## src/rtl/div_restoring_seq.sv

```systemverilog
// Sequential restoring divider: unsigned N-bit dividend / divisor, one quotient bit per clock.
// Start/busy/done handshake; divide-by-zero short-circuits straight to the done cycle.
module div_restoring_seq #(
    parameter int unsigned N = 4
) (
    input  logic         clock,
    input  logic         reset,
    input  logic         start,
    input  logic [N-1:0] dividend,
    input  logic [N-1:0] divisor,
    output logic [N-1:0] quotient,
    output logic [N-1:0] remainder,
    output logic         busy,
    output logic         done,
    output logic         div_by_zero
);

    localparam int unsigned CW = $clog2(N + 1);

    localparam logic [1:0] S_IDLE = 2'd0;
    localparam logic [1:0] S_RUN  = 2'd1;
    localparam logic [1:0] S_DONE = 2'd2;

    logic [1:0]    state, state_n;
    logic [N-1:0]  d, d_n;
    logic [N-1:0]  q, q_n;
    // The partial remainder is always below D between steps, so its top bit
    // is never set and only the low N bits are held.
    logic [N-1:0]  r, r_n;
    logic [CW-1:0] cnt, cnt_n;
    logic [N-1:0]  quotient_n, remainder_n;
    logic          busy_n, done_n, div_by_zero_n;

    logic [N:0]    t, s;

    // Trial subtraction of D from the shifted remainder by two's-complement addition.
    assign t = {r, q[N-1]};
    assign s = t + ~{1'b0, d} + (N + 1)'(1);

    always_comb begin
        state_n       = state;
        d_n           = d;
        q_n           = q;
        r_n           = r;
        cnt_n         = cnt;
        quotient_n    = quotient;
        remainder_n   = remainder;
        busy_n        = busy;
        done_n        = 1'b0;
        div_by_zero_n = div_by_zero;

        case (state)
            S_IDLE: begin
                if (start) begin
                    busy_n = 1'b1;
                    if (divisor != '0) begin
                        d_n           = divisor;
                        q_n           = dividend;
                        r_n           = '0;
                        cnt_n         = '0;
                        div_by_zero_n = 1'b0;
                        state_n       = S_RUN;
                    end else begin
                        quotient_n    = '1;
                        remainder_n   = dividend;
                        div_by_zero_n = 1'b1;
                        done_n        = 1'b1;
                        state_n       = S_DONE;
                    end
                end
            end
            S_RUN: begin
                if (!s[N]) begin
                    r_n = s[N-1:0];
                    q_n = {q[N-2:0], 1'b1};
                end else begin
                    r_n = t[N-1:0];
                    q_n = {q[N-2:0], 1'b0};
                end
                cnt_n = cnt + CW'(1);
                if (cnt == CW'(N - 1)) begin
                    quotient_n  = q_n;
                    remainder_n = r_n;
                    done_n      = 1'b1;
                    state_n     = S_DONE;
                end
            end
            S_DONE: begin
                busy_n  = 1'b0;
                state_n = S_IDLE;
            end
            default: begin
                busy_n  = 1'b0;
                state_n = S_IDLE;
            end
        endcase
    end

    always_ff @(posedge clock) begin
        if (reset) begin
            state       <= S_IDLE;
            d           <= '0;
            q           <= '0;
            r           <= '0;
            cnt         <= '0;
            quotient    <= '0;
            remainder   <= '0;
            busy        <= 1'b0;
            done        <= 1'b0;
            div_by_zero <= 1'b0;
        end else begin
            state       <= state_n;
            d           <= d_n;
            q           <= q_n;
            r           <= r_n;
            cnt         <= cnt_n;
            quotient    <= quotient_n;
            remainder   <= remainder_n;
            busy        <= busy_n;
            done        <= done_n;
            div_by_zero <= div_by_zero_n;
        end
    end

endmodule
```

## config.mk

```make
export PLATFORM = sky130hd
export DESIGN_NAME = div_restoring_seq
export DESIGN_NICKNAME = d
export VERILOG_FILES = /design/src/rtl/div_restoring_seq.sv
export SDC_FILE = /design/constraint.sdc
export NUM_CORES = 1
export LEC_CHECK = 0
export ABC_CLOCK_PERIOD_IN_PS = 2900
export CAP_MARGIN = 20
export CELL_PAD_IN_SITES_DETAIL_PLACEMENT = 0
export CELL_PAD_IN_SITES_GLOBAL_PLACEMENT = 1
export CORE_ASPECT_RATIO = 0.8
export CORE_MARGIN = 2
export CORE_UTILIZATION = 27
export DETAILED_ROUTE_END_ITERATION = 10
export DONT_BUFFER_PORTS = 1
export HOLD_SLACK_MARGIN = 0.12
export PLACE_DENSITY = 0.46
export SLEW_MARGIN = 25
export SYNTH_ARGS = -nofsm -noshare
export SYNTH_HDL_FRONTEND = slang
export SYNTH_SLANG_ARGS = --single-unit
export TNS_END_PERCENT = 20
```

## constraint.sdc

```tcl
create_clock -name clock -period 2.9 [get_ports clock]
set_clock_uncertainty 0.15 [all_clocks]
set_input_delay 0.58 -clock clock [delete_from_list [all_inputs] [get_ports clock]]
set_output_delay 0.58 -clock clock [all_outputs]
set_load 0.05 [all_outputs]
```

; Yosys cells after proc, flatten, opt, wreduce, memory -nomap -nowiden
; Cells that the tools add are included.
[totals]
register_bits = 28
out_inout_bits = 11
word_cells = 59
[classes]
add_sub_neg = 3
n_bitwise = 2
n_eq_ne = 6
n_mux = 29
reduce_logical = 9
[op_table]
columns = op, n
row1 = 4-bit two-way mux, 11
row2 = 4-bit case mux with 2 select lines, 4
row3 = "2-bit inequality test, second input constant", 4
row4 = 2-bit two-way mux, 3
row5 = 3-bit two-way mux, 2
row6 = 3-bit case mux with 2 select lines, 1
row7 = 2-bit AND reduction, 3
row8 = 3-bit AND reduction, 2
row9 = "5-bit by 1-bit adder with 5-bit output, second input constant", 1
row10 = 5-bit adder, 1
row11 = 1-bit two-way mux, 5
row12 = 4-bit inverter with 5-bit output, 1
row13 = 1-bit case mux with 2 select lines, 2
row14 = 2-bit case mux with 2 select lines, 1
row15 = 4-bit AND reduction, 1
row16 = 4-bit nonzero test, 1
row17 = "3-bit by 1-bit adder with 3-bit output, second input constant", 1
row18 = "3-bit by 2-bit == test with 1-bit output, second input constant", 1
row19 = "2-bit by 1-bit == test with 1-bit output, second input constant", 1
row20 = 2-bit zero test, 1
row21 = 2-bit nonzero test, 1
row22 = 1-bit inverter, 1

; Depth between registers and ports, before layout
; Gate-level depths: netlist (run 1).
[depth]
ltp_word = 6
ltp_mapped = 8
ltp_nobuf = 8

; Least setup slack after synthesis (run 1)
; No wires, ideal clock.
[synth_path]
path_type = reg-to-reg
startpoint = reg q[3]
endpoint = reg remainder[2]
slack_ns = 0.545
path_stages_with_launch = 9
setup_time_ns = 0.091
arrival_ns = 2.114
n_path_buf = 0
path_cell_list = dfxtp_1 -> inv_1 -> ha_1 -> fa_1 -> nand2b_1 -> a21oi_2 -> xor2_2 -> mux2_2 -> a311oi_1
[synth_between]
elab_chain_cells = 5
[synth_lines]
columns = element, line_no
row1 = "start, declared", 26  ; logic [N-1:0] q, q_n;
row2 = "start signal, assigned", 114  ; q <= q_n;
row3 = 5-bit adder, 38  ; assign s = t + ~{1'b0, d} + (N + 1)'(1);
row4 = 5-bit by 1-bit adder with 5-bit output, 38
row5 = 4-bit two-way mux, 73  ; if (!s[N]) begin
row6 = 4-bit two-way mux, 81  ; if (cnt == CW'(N - 1)) begin
row7 = 4-bit case mux with 2 select lines, 52  ; case (state)
row8 = "end signal, assigned", 118  ; remainder <= remainder_n;
row9 = "end, declared", 12  ; output logic [N-1:0] remainder,
; No other way between the ends. The select of a mux whose other input is x is not followed.
; A chain may end at the register's enable or synchronous reset.

; Worst setup path in the final report (run 1)
; Ends and elaborated chain as after synthesis.

==> flow_metrics.tcl, run 1 <==
set metrics [dict create \
    die_height_um 66.3 \
    cp.arrival_ns 2.59 \
    rows 22 \
    die_area_um2 5420 \
    grt.total_usage_pct 12.3 \
    pre_cts_ws_ns 0.375 \
    met1Wirelength_mm 1.47 \
    worstSkewPairLatency_ns 0.28 \
    placed_area_um2 1350 \
    finalMaxSlewViolations 0 \
    grt_pass1_wl_mm 4.98 \
    yosys_most_used_dff "dfxtp_1" \
    cpMaxStageDelayCell "mux2_2" \
    required_ns 2.94 \
    synth_top_cell_by_area "dfxtp_1" \
    worst_slack_ns 0.348 \
    grt_remaining_overflow 0 \
    synth.distinct_cells 32 \
    fillers 521 \
    synthTopCellsByArea "dfxtp_1 43%, nor2_1 8.0%, nand2_1 6.3%" \
    min_path_type "in -> reg" \
    hpwl_mm 2.08 \
    clock_path_buffers 2 \
    drtIter0Drc 58 \
    async_flop_share_pct 0 \
    hold_violations 0 \
    cts_setup_buffers 0 \
    tightest_slew_ns 0.706 \
    critical_path_class "reg -> reg" \
    path_delay_family "adder cells" \
    initial_core_util_pct 28.3 \
    maxSlewHeadroom_pct 52.8 \
    syn_avg_cell_area_um2 8.44 \
    drc_errors 0 \
    fmax_ghz 0.392 \
    h-tree-depth 1 \
    vias 998 \
    cts_sinks 28 \
    top_layer_used "met4" \
    fin_nets 171 \
    avgViaCountPerCell 4.71 \
    n_antenna_cell 0 \
    hold_buffers 0 \
    fin_crit_sh_pct 88.0 \
    crit_buf_inv 1 \
    start_kind "register" \
    antenna_left 0 \
    ctsResizeCount 0 \
    cts_buffers 3 \
    clk_pin_slew_worst_paths_ns 0.10 \
    ios 22 \
    first_pass_iters 4 \
    seqCellArea_um2 561 \
    synth_cells 155 \
    setup_tns_ns 0 \
    postLayoutCoreUtil_pct 30.7 \
    synthTopCellsByCount "28 x dfxtp_1, 28 x nor2_1, 22 x nand2_1" \
    die_w_um 81.8 \
    wl_per_cell_um 13.7 \
    cp_max_fo 7 \
    critical_path.max_stage_delay_ns 0.40 \
    port_buffers 0 \
    grt_start_max_net_pins 29 \
    ir_drop_v 0.000189 \
    synth_edf_count 0 \
    drive_gt1_share_pct 7.24 \
    wl_met2_mm 1.30 \
    cts_tree "built" \
    rsz0062_at_grt "false" \
    worstPathCellList "inv_1 -> ha_1 -> fa_1 -> nand2b_1 -> a21oi_2 -> xor2_2 -> mux2_2 -> a311oi_1" \
    yosysSeqAreaShare_pct 42.8 \
    final.min_clock_period_ns 2.55 \
    critPathCaptureType "register" \
    outcome "finished clean" \
    ys_seq_elements 28 \
    finalSetupViolations 0 \
    wl_met3_um 125 \
    synth.net_count 173 \
    multi_input_area_um2 681 \
    drt-total-wl_mm 2.90 \
    fin_area_um2 1420 \
    core_um2 4620 \
    synth_top_area_share_pct 42.8 \
    flow.area_growth_from_synthesis_pct 8.32 \
    cts_root_buf "clkbuf_8" \
    place.gp.congestion 0.735 \
    grt_pass1_vias 1001 \
    netlist_area_um2 1310 \
    power.leakage_nw 0.516 \
    drv_cap 0 \
    synth_warnings 0 \
    antenna_found_initial 0 \
    cellPowerDensity_nw_per_um2 612 \
]
flip-flops by register name (all words and copies together) (netlist names):
register	cells
busy	1
cnt	3
d	4
div_by_zero	1
done	1
q	4
quotient	4
r	4
remainder	4
state	2
metal layers:
layer  vias to the layer above  GRT usage (%)
met5                         -              0
met4                         0           2.50
met3                         2           4.10
met2                        11           19.9
met1                       457           15.8
li1                        528              -
per-stage QoR:
step / std cells / hold slack, ns / power (mW)
floorplan: 155 / 0.286 / 0.546
global placement: 208 / 0.295 / 0.568
detailed placement: 208 / 0.298 / 0.569
CTS: 212 / 0.198 / 0.886
global route: 212 / 0.179 / 0.927
finish: 212 / 0.210 / 0.868
cell type report:
type	instances	share of cell area (%)
timing repair buffer	1	0.530
tap	60	5.30
sequential	28	39.5
multi-input combinational	113	48.0
clock buffer	3	2.91
inverter	6	1.59
clock inverter	1	2.12
placed cells by master (no fill, tap or decap), types with 2 or more instances in the layout:
master    count
a21oi_1      12
ha_1          6
o21ai_0       2
nand2b_1      5
a211oi_1      4
a21oi_2       2
a22oi_1       2
nand2_1      22
a31oi_1       2
a311oi_1      7
mux2i_1       3
dfxtp_1      28
nor3_1        3
nor2_1       28
inv_1         6
clkbuf_8      3
nor2b_1       3
path summary, 6_finish.rpt:
kind	from	end	slack [ns]	depth (start not counted)
worst max-delay path	q[3]$_SDFFE_PP0P_	remainder[2]$_SDFFE_PP0P_	0.35	8
worst max register to register	q[3]$_SDFFE_PP0P_	remainder[2]$_SDFFE_PP0P_	0.35	8
worst min register to register	d[2]$_SDFFE_PP0P_	d[2]$_SDFFE_PP0P_	0.31	2
worst min-delay path	reset	r[3]$_SDFFE_PP0P_	0.21	1
power breakdown:
part           total, mW  switching, mW  internal (mW)
clock              0.311          0.127          0.185
sequential         0.435         0.0300          0.405
combinational      0.121         0.0724         0.0488
worst reg2reg max path, stage by stage, from the launching register on:
cell and delay [ns]:
dfxtp_1 0.35, inv_1 0.05, ha_1 0.19, fa_1 0.38, nand2b_1 0.18, a21oi_2 0.17, xor2_2 0.35, mux2_2 0.40
a311oi_1 0.24
logic make-up after synthesis:
kind of cell / Yosys count / synth area share, %
fa+ha+maj: 7 / 7.27
flops: 28 / 42.8
compound gates: 33 / 16.9
simple gates: 68 / 23.4
mux: 4 / 3.15
xor+xnor: 1 / 1.24
buf+inv: 14 / 5.16
Note: power is estimated with default switching activity, not from simulation.
==> run 2, diff against run 1 <==
--- a/config.mk
+++ b/config.mk
@@ -10,7 +10,6 @@
 export CELL_PAD_IN_SITES_DETAIL_PLACEMENT = 0
 export CELL_PAD_IN_SITES_GLOBAL_PLACEMENT = 1
 export CORE_ASPECT_RATIO = 0.8
-export CORE_MARGIN = 2
 export CORE_UTILIZATION = 27
 export DETAILED_ROUTE_END_ITERATION = 10
 export DONT_BUFFER_PORTS = 1
==> flow_metrics.tcl, run 2 (synthesized netlist as in run 1, its figures left out) <==
set metrics [dict create \
    power.leakage_nw 0.502 \
    cts_root_buf "clkbuf_8" \
    drtIter0Drc 32 \
    drv_cap 0 \
    outcome "finished clean" \
    fin_crit_sh_pct 87.4 \
    cts_tree "built" \
    ir_drop_v 0.000286 \
    r2r-start "q[3]$_SDFFE_PP0P_" \
    finalMaxSlewViolations 0 \
    cts_sinks 28 \
    worstRegToRegCells 8 \
    multi_input_area_um2 681 \
    drive_gt1_share_pct 6.62 \
    pre_cts_ws_ns 0.382 \
    r2r-end "remainder[2]$_SDFFE_PP0P_" \
    setup_tns_ns 0 \
    required_ns 2.94 \
    initial_core_util_pct 28.3 \
    grt_start_max_net_pins 29 \
    die_w_um 79.8 \
    flow.area_growth_from_synthesis_pct 6.02 \
    stdcell_count 211 \
    ios 22 \
    n_antenna_cell 0 \
    cts_setup_buffers 0 \
    drt-total-wl_mm 2.90 \
    hpwl_mm 2.06 \
    critPathCaptureType "register" \
    grt.total_usage_pct 12.8 \
    worstHoldEndpoint "d[2]$_SDFFE_PP0P_" \
    vias 998 \
    grt_pass1_vias 997 \
    dp.cells 208 \
    grt_pass1_wl_mm 5.00 \
    maxSlewHeadroom_pct 53.3 \
    grt_remaining_overflow 0 \
    holdWs_ns 0.213 \
    hold_buffers 0 \
    start_kind "register" \
    cp.arrival_ns 2.58 \
    rows 22 \
    first_pass_iters 4 \
    wl_per_cell_um 13.7 \
    fin_nets 171 \
    cellPowerDensity_nw_per_um2 555 \
    ctsResizeCount 0 \
    die_area_um2 5130 \
    port_buffers 0 \
    critical_path_class "reg -> reg" \
    worst_slack_ns 0.365 \
    min_path_cells 1 \
    min_path_type "in -> reg" \
    min_from "reset" \
    cts_buffers 3 \
    drc_errors 0 \
    final.min_clock_period_ns 2.53 \
    fmax_ghz 0.395 \
    cp_max_fo 7 \
    r2r_setup_slack_ns 0.37 \
    worstSkewPairLatency_ns 0.27 \
    hold_violations 0 \
    seqCellArea_um2 561 \
    antenna_left 0 \
    clock_path_buffers 2 \
    place.gp.congestion 0.681 \
    rsz0062_at_grt "false" \
    final_cell_mix "28 x nor2_1, 28 x dfxtp_1, 22 x nand2_1, 12 x a21oi_1, 7 x a311oi_1" \
    core_um2 4620 \
    tightest_slew_ns 0.698 \
    fillers 520 \
    clk_pin_slew_worst_paths_ns 0.10 \
    finalSetupViolations 0 \
    die_height_um 64.3 \
    h-tree-depth 1 \
    antenna_found_initial 0 \
    avgViaCountPerCell 4.73 \
]
-- run 2: report_power, final --
part	internal, mW	switching [mW]	leakage [nW]
clock	0.0933	0.120	0.0216
combinational	0.0485	0.0728	0.252
sequential	0.405	0.0303	0.228
-- run 2: critical path, stage by stage (launching register included) --
cell,delay (ns)
dfxtp_1,0.34
inv_1,0.06
ha_1,0.19
fa_1,0.38
nand2b_1,0.18
a21oi_2,0.17
xor2_2,0.35
mux2_2,0.40
a311oi_1,0.23
-- run 2: final cells by class --
cell class	instances	share of cell area, %
clock buffers	3	2.98
well taps	60	5.41
inverters	6	1.62
multi-input cells	113	49.1
flip-flops and latches	28	40.4
repair buffers	1	0.541
-- run 2: per-layer routing --
layer  GRT usage, %  part of all wire, %  vias up  wire length (um)
li1               -                    -      526                 -
met1           16.4                   51      458              1480
met2           21.4                   44       12              1290
met3           3.57                  4.0        2               115
met4           2.68                 0.48        0                14
met5              0                    0        -                 0
-- run 2: through the flow --
| step | cell area (um^2) | utilization [%] | total power [mW] |
|---|---|---|---|
| floorplan | 1310 | - | 0.546 |
| global placement | 1350 | 29.1 | 0.568 |
| detailed placement | 1350 | 29.1 | 0.567 |
| CTS | 1390 | 30.0 | 0.783 |
| global route | 1390 | 30.0 | 0.826 |
| finish | 1390 | 30.0 | 0.770 |
-- run 2: worst max path at each step --
| stage | start | to | slack [ns] | cells past startpoint |
|---|---|---|---|---|
| final | q[3]$_SDFFE_PP0P_ | remainder[2]$_SDFFE_PP0P_ | 0.37 | 8 |
| after global routing | q[3]$_SDFFE_PP0P_ | remainder[2]$_SDFFE_PP0P_ | 0.20 | 8 |
| after CTS | q[3]$_SDFFE_PP0P_ | remainder[2]$_SDFFE_PP0P_ | 0.35 | 8 |
| after detailed placement | q[3]$_SDFFE_PP0P_ | remainder[2]$_SDFFE_PP0P_ | 0.38 | 8 |
| after global placement | q[3]$_SDFFE_PP0P_ | remainder[2]$_SDFFE_PP0P_ | 0.42 | 8 |
| after floorplan | q[3]$_SDFFE_PP0P_ | remainder[2]$_SDFFE_PP0P_ | 0.55 | 8 |
==> run 3, diff against run 2 <==
--- a/config.mk
+++ b/config.mk
@@ -6,7 +6,7 @@
 export NUM_CORES = 1
 export LEC_CHECK = 0
 export ABC_CLOCK_PERIOD_IN_PS = 2900
-export CAP_MARGIN = 20
+export CAP_MARGIN = 15
 export CELL_PAD_IN_SITES_DETAIL_PLACEMENT = 0
 export CELL_PAD_IN_SITES_GLOBAL_PLACEMENT = 1
 export CORE_ASPECT_RATIO = 0.8
@@ -15,6 +15,8 @@
 export DONT_BUFFER_PORTS = 1
 export HOLD_SLACK_MARGIN = 0.12
 export PLACE_DENSITY = 0.46
+export REMOVE_ABC_BUFFERS = 1
+export SETUP_SLACK_MARGIN = 0.02
 export SLEW_MARGIN = 25
 export SYNTH_ARGS = -nofsm -noshare
 export SYNTH_HDL_FRONTEND = slang
==> flow_metrics.tcl, run 3 (synthesized netlist as in run 1, its figures left out) <==
set metrics [dict create \
    hpwl_mm 2.07 \
    cts_sinks 28 \
    antenna_found_initial 0 \
    ios 22 \
    cts_root_buf "clkbuf_8" \
    drv_cap 0 \
    cts_tree "built" \
    grt.total_usage_pct 12.6 \
    outcome "finished clean" \
    critical_path_class "reg -> reg" \
    power.leakage_nw 0.516 \
    stdcell_count 212 \
    start_kind "register" \
    grt_pass1_vias 1022 \
    finalMaxSlewViolations 0 \
    vias 993 \
    drtIter0Drc 41 \
    fin_crit_sh_pct 88.2 \
    tightest_slew_ns 0.637 \
    fin_nets 171 \
    required_ns 2.94 \
    place.gp.congestion 0.671 \
    avgViaCountPerCell 4.68 \
    pre_cts_ws_ns 0.381 \
    setup_tns_ns 0 \
    rows 22 \
    port_buffers 0 \
    worstSkewPairLatency_ns 0.28 \
    wl_per_cell_um 13.1 \
    ctsResizeCount 0 \
    core_um2 4620 \
    drive_gt1_share_pct 7.24 \
    min_path_type "in -> reg" \
    fillers 517 \
    hold_violations 0 \
    grt_remaining_overflow 0 \
    dp.cells 208 \
    postLayoutCoreUtil_pct 30.7 \
    die_w_um 79.8 \
    antenna_left 0 \
    critical_path.max_stage_delay_ns 0.40 \
    initial_core_util_pct 28.3 \
    worst_slack_ns 0.341 \
    p_total_uw 865 \
    cp_max_fo 7 \
    fmax_ghz 0.391 \
    cp.arrival_ns 2.60 \
    hold_buffers 0 \
    clk_pin_slew_worst_paths_ns 0.10 \
    drt-total-wl_mm 2.78 \
    ir_drop_v 0.000266 \
    maxSlewHeadroom_pct 57.4 \
    die_height_um 64.3 \
    crit_buf_inv 1 \
    grt_pass1_wl_mm 4.92 \
    worstPathCellList "inv_1 -> ha_1 -> fa_1 -> nand2b_1 -> a21oi_2 -> xor2_2 -> mux2_2 -> a311oi_1" \
    drc_errors 0 \
    critPathCaptureType "register" \
    final_cell_mix "28 x nor2_1, 28 x dfxtp_1, 22 x nand2_1, 12 x a21oi_1, 7 x a311oi_1" \
    rsz0062_at_grt "false" \
    cts_buffers 3 \
    grt_start_max_net_pins 29 \
    flow.area_growth_from_synthesis_pct 8.32 \
    path_delay_family "adder cells" \
    first_pass_iters 4 \
    die_area_um2 5130 \
    h-tree-depth 1 \
    clock_path_buffers 2 \
    cpMaxStageDelayCell "mux2_2" \
    final.min_clock_period_ns 2.56 \
    finalSetupViolations 0 \
    n_antenna_cell 0 \
    cellPowerDensity_nw_per_um2 610 \
    cts_setup_buffers 0 \
]
[run 3: changes by cell type in the layout (fill, tap and decap cells not counted)]
cell / previous run / this run
bufinv_16: 0 / 1
[run 3: area by class of cell]
cell class	instances	area [um^2]	area share, %
clock inverters	1	30.0	2.12
multi-input cells	113	681	48.0
clock buffers	3	41.3	2.91
repair buffers	1	7.51	0.530
flip-flops and latches	28	561	39.5
inverters	6	22.5	1.59
well taps	60	75.1	5.30
[run 3: stage by stage]
step / instance area, um^2 / hold slack (ns)
after floorplan: 1260 / 0.280
after global placement: 1350 / 0.297
after detailed placement: 1350 / 0.295
after CTS: 1420 / 0.193
after global routing: 1420 / 0.184
final: 1420 / 0.208
[run 3: worst paths after layout]
check / depth (start not counted) / slack, ns / to / from
max reg2reg: 8 / 0.34 / remainder[2]$_SDFFE_PP0P_ / q[3]$_SDFFE_PP0P_
max: 8 / 0.34 / remainder[2]$_SDFFE_PP0P_ / q[3]$_SDFFE_PP0P_
min: 1 / 0.21 / quotient[0]$_SDFFE_PP0P_ / reset
min reg2reg: 2 / 0.31 / d[2]$_SDFFE_PP0P_ / d[2]$_SDFFE_PP0P_
[run 3: per-layer routing]
layer	share of wire [%]	GRT usage, %	vias up
met5	0	0	-
met4	0.86	3.35	0
met3	4.1	3.86	2
met2	44	20.3	12
met1	51	16.2	452
li1	-	-	527
[run 3: report_power, final]
| part | switching, mW | internal (mW) | total (mW) |
|---|---|---|---|
| Clock | 0.124 | 0.185 | 0.309 |
| Combinational | 0.0719 | 0.0487 | 0.121 |
| Sequential | 0.0300 | 0.405 | 0.435 |
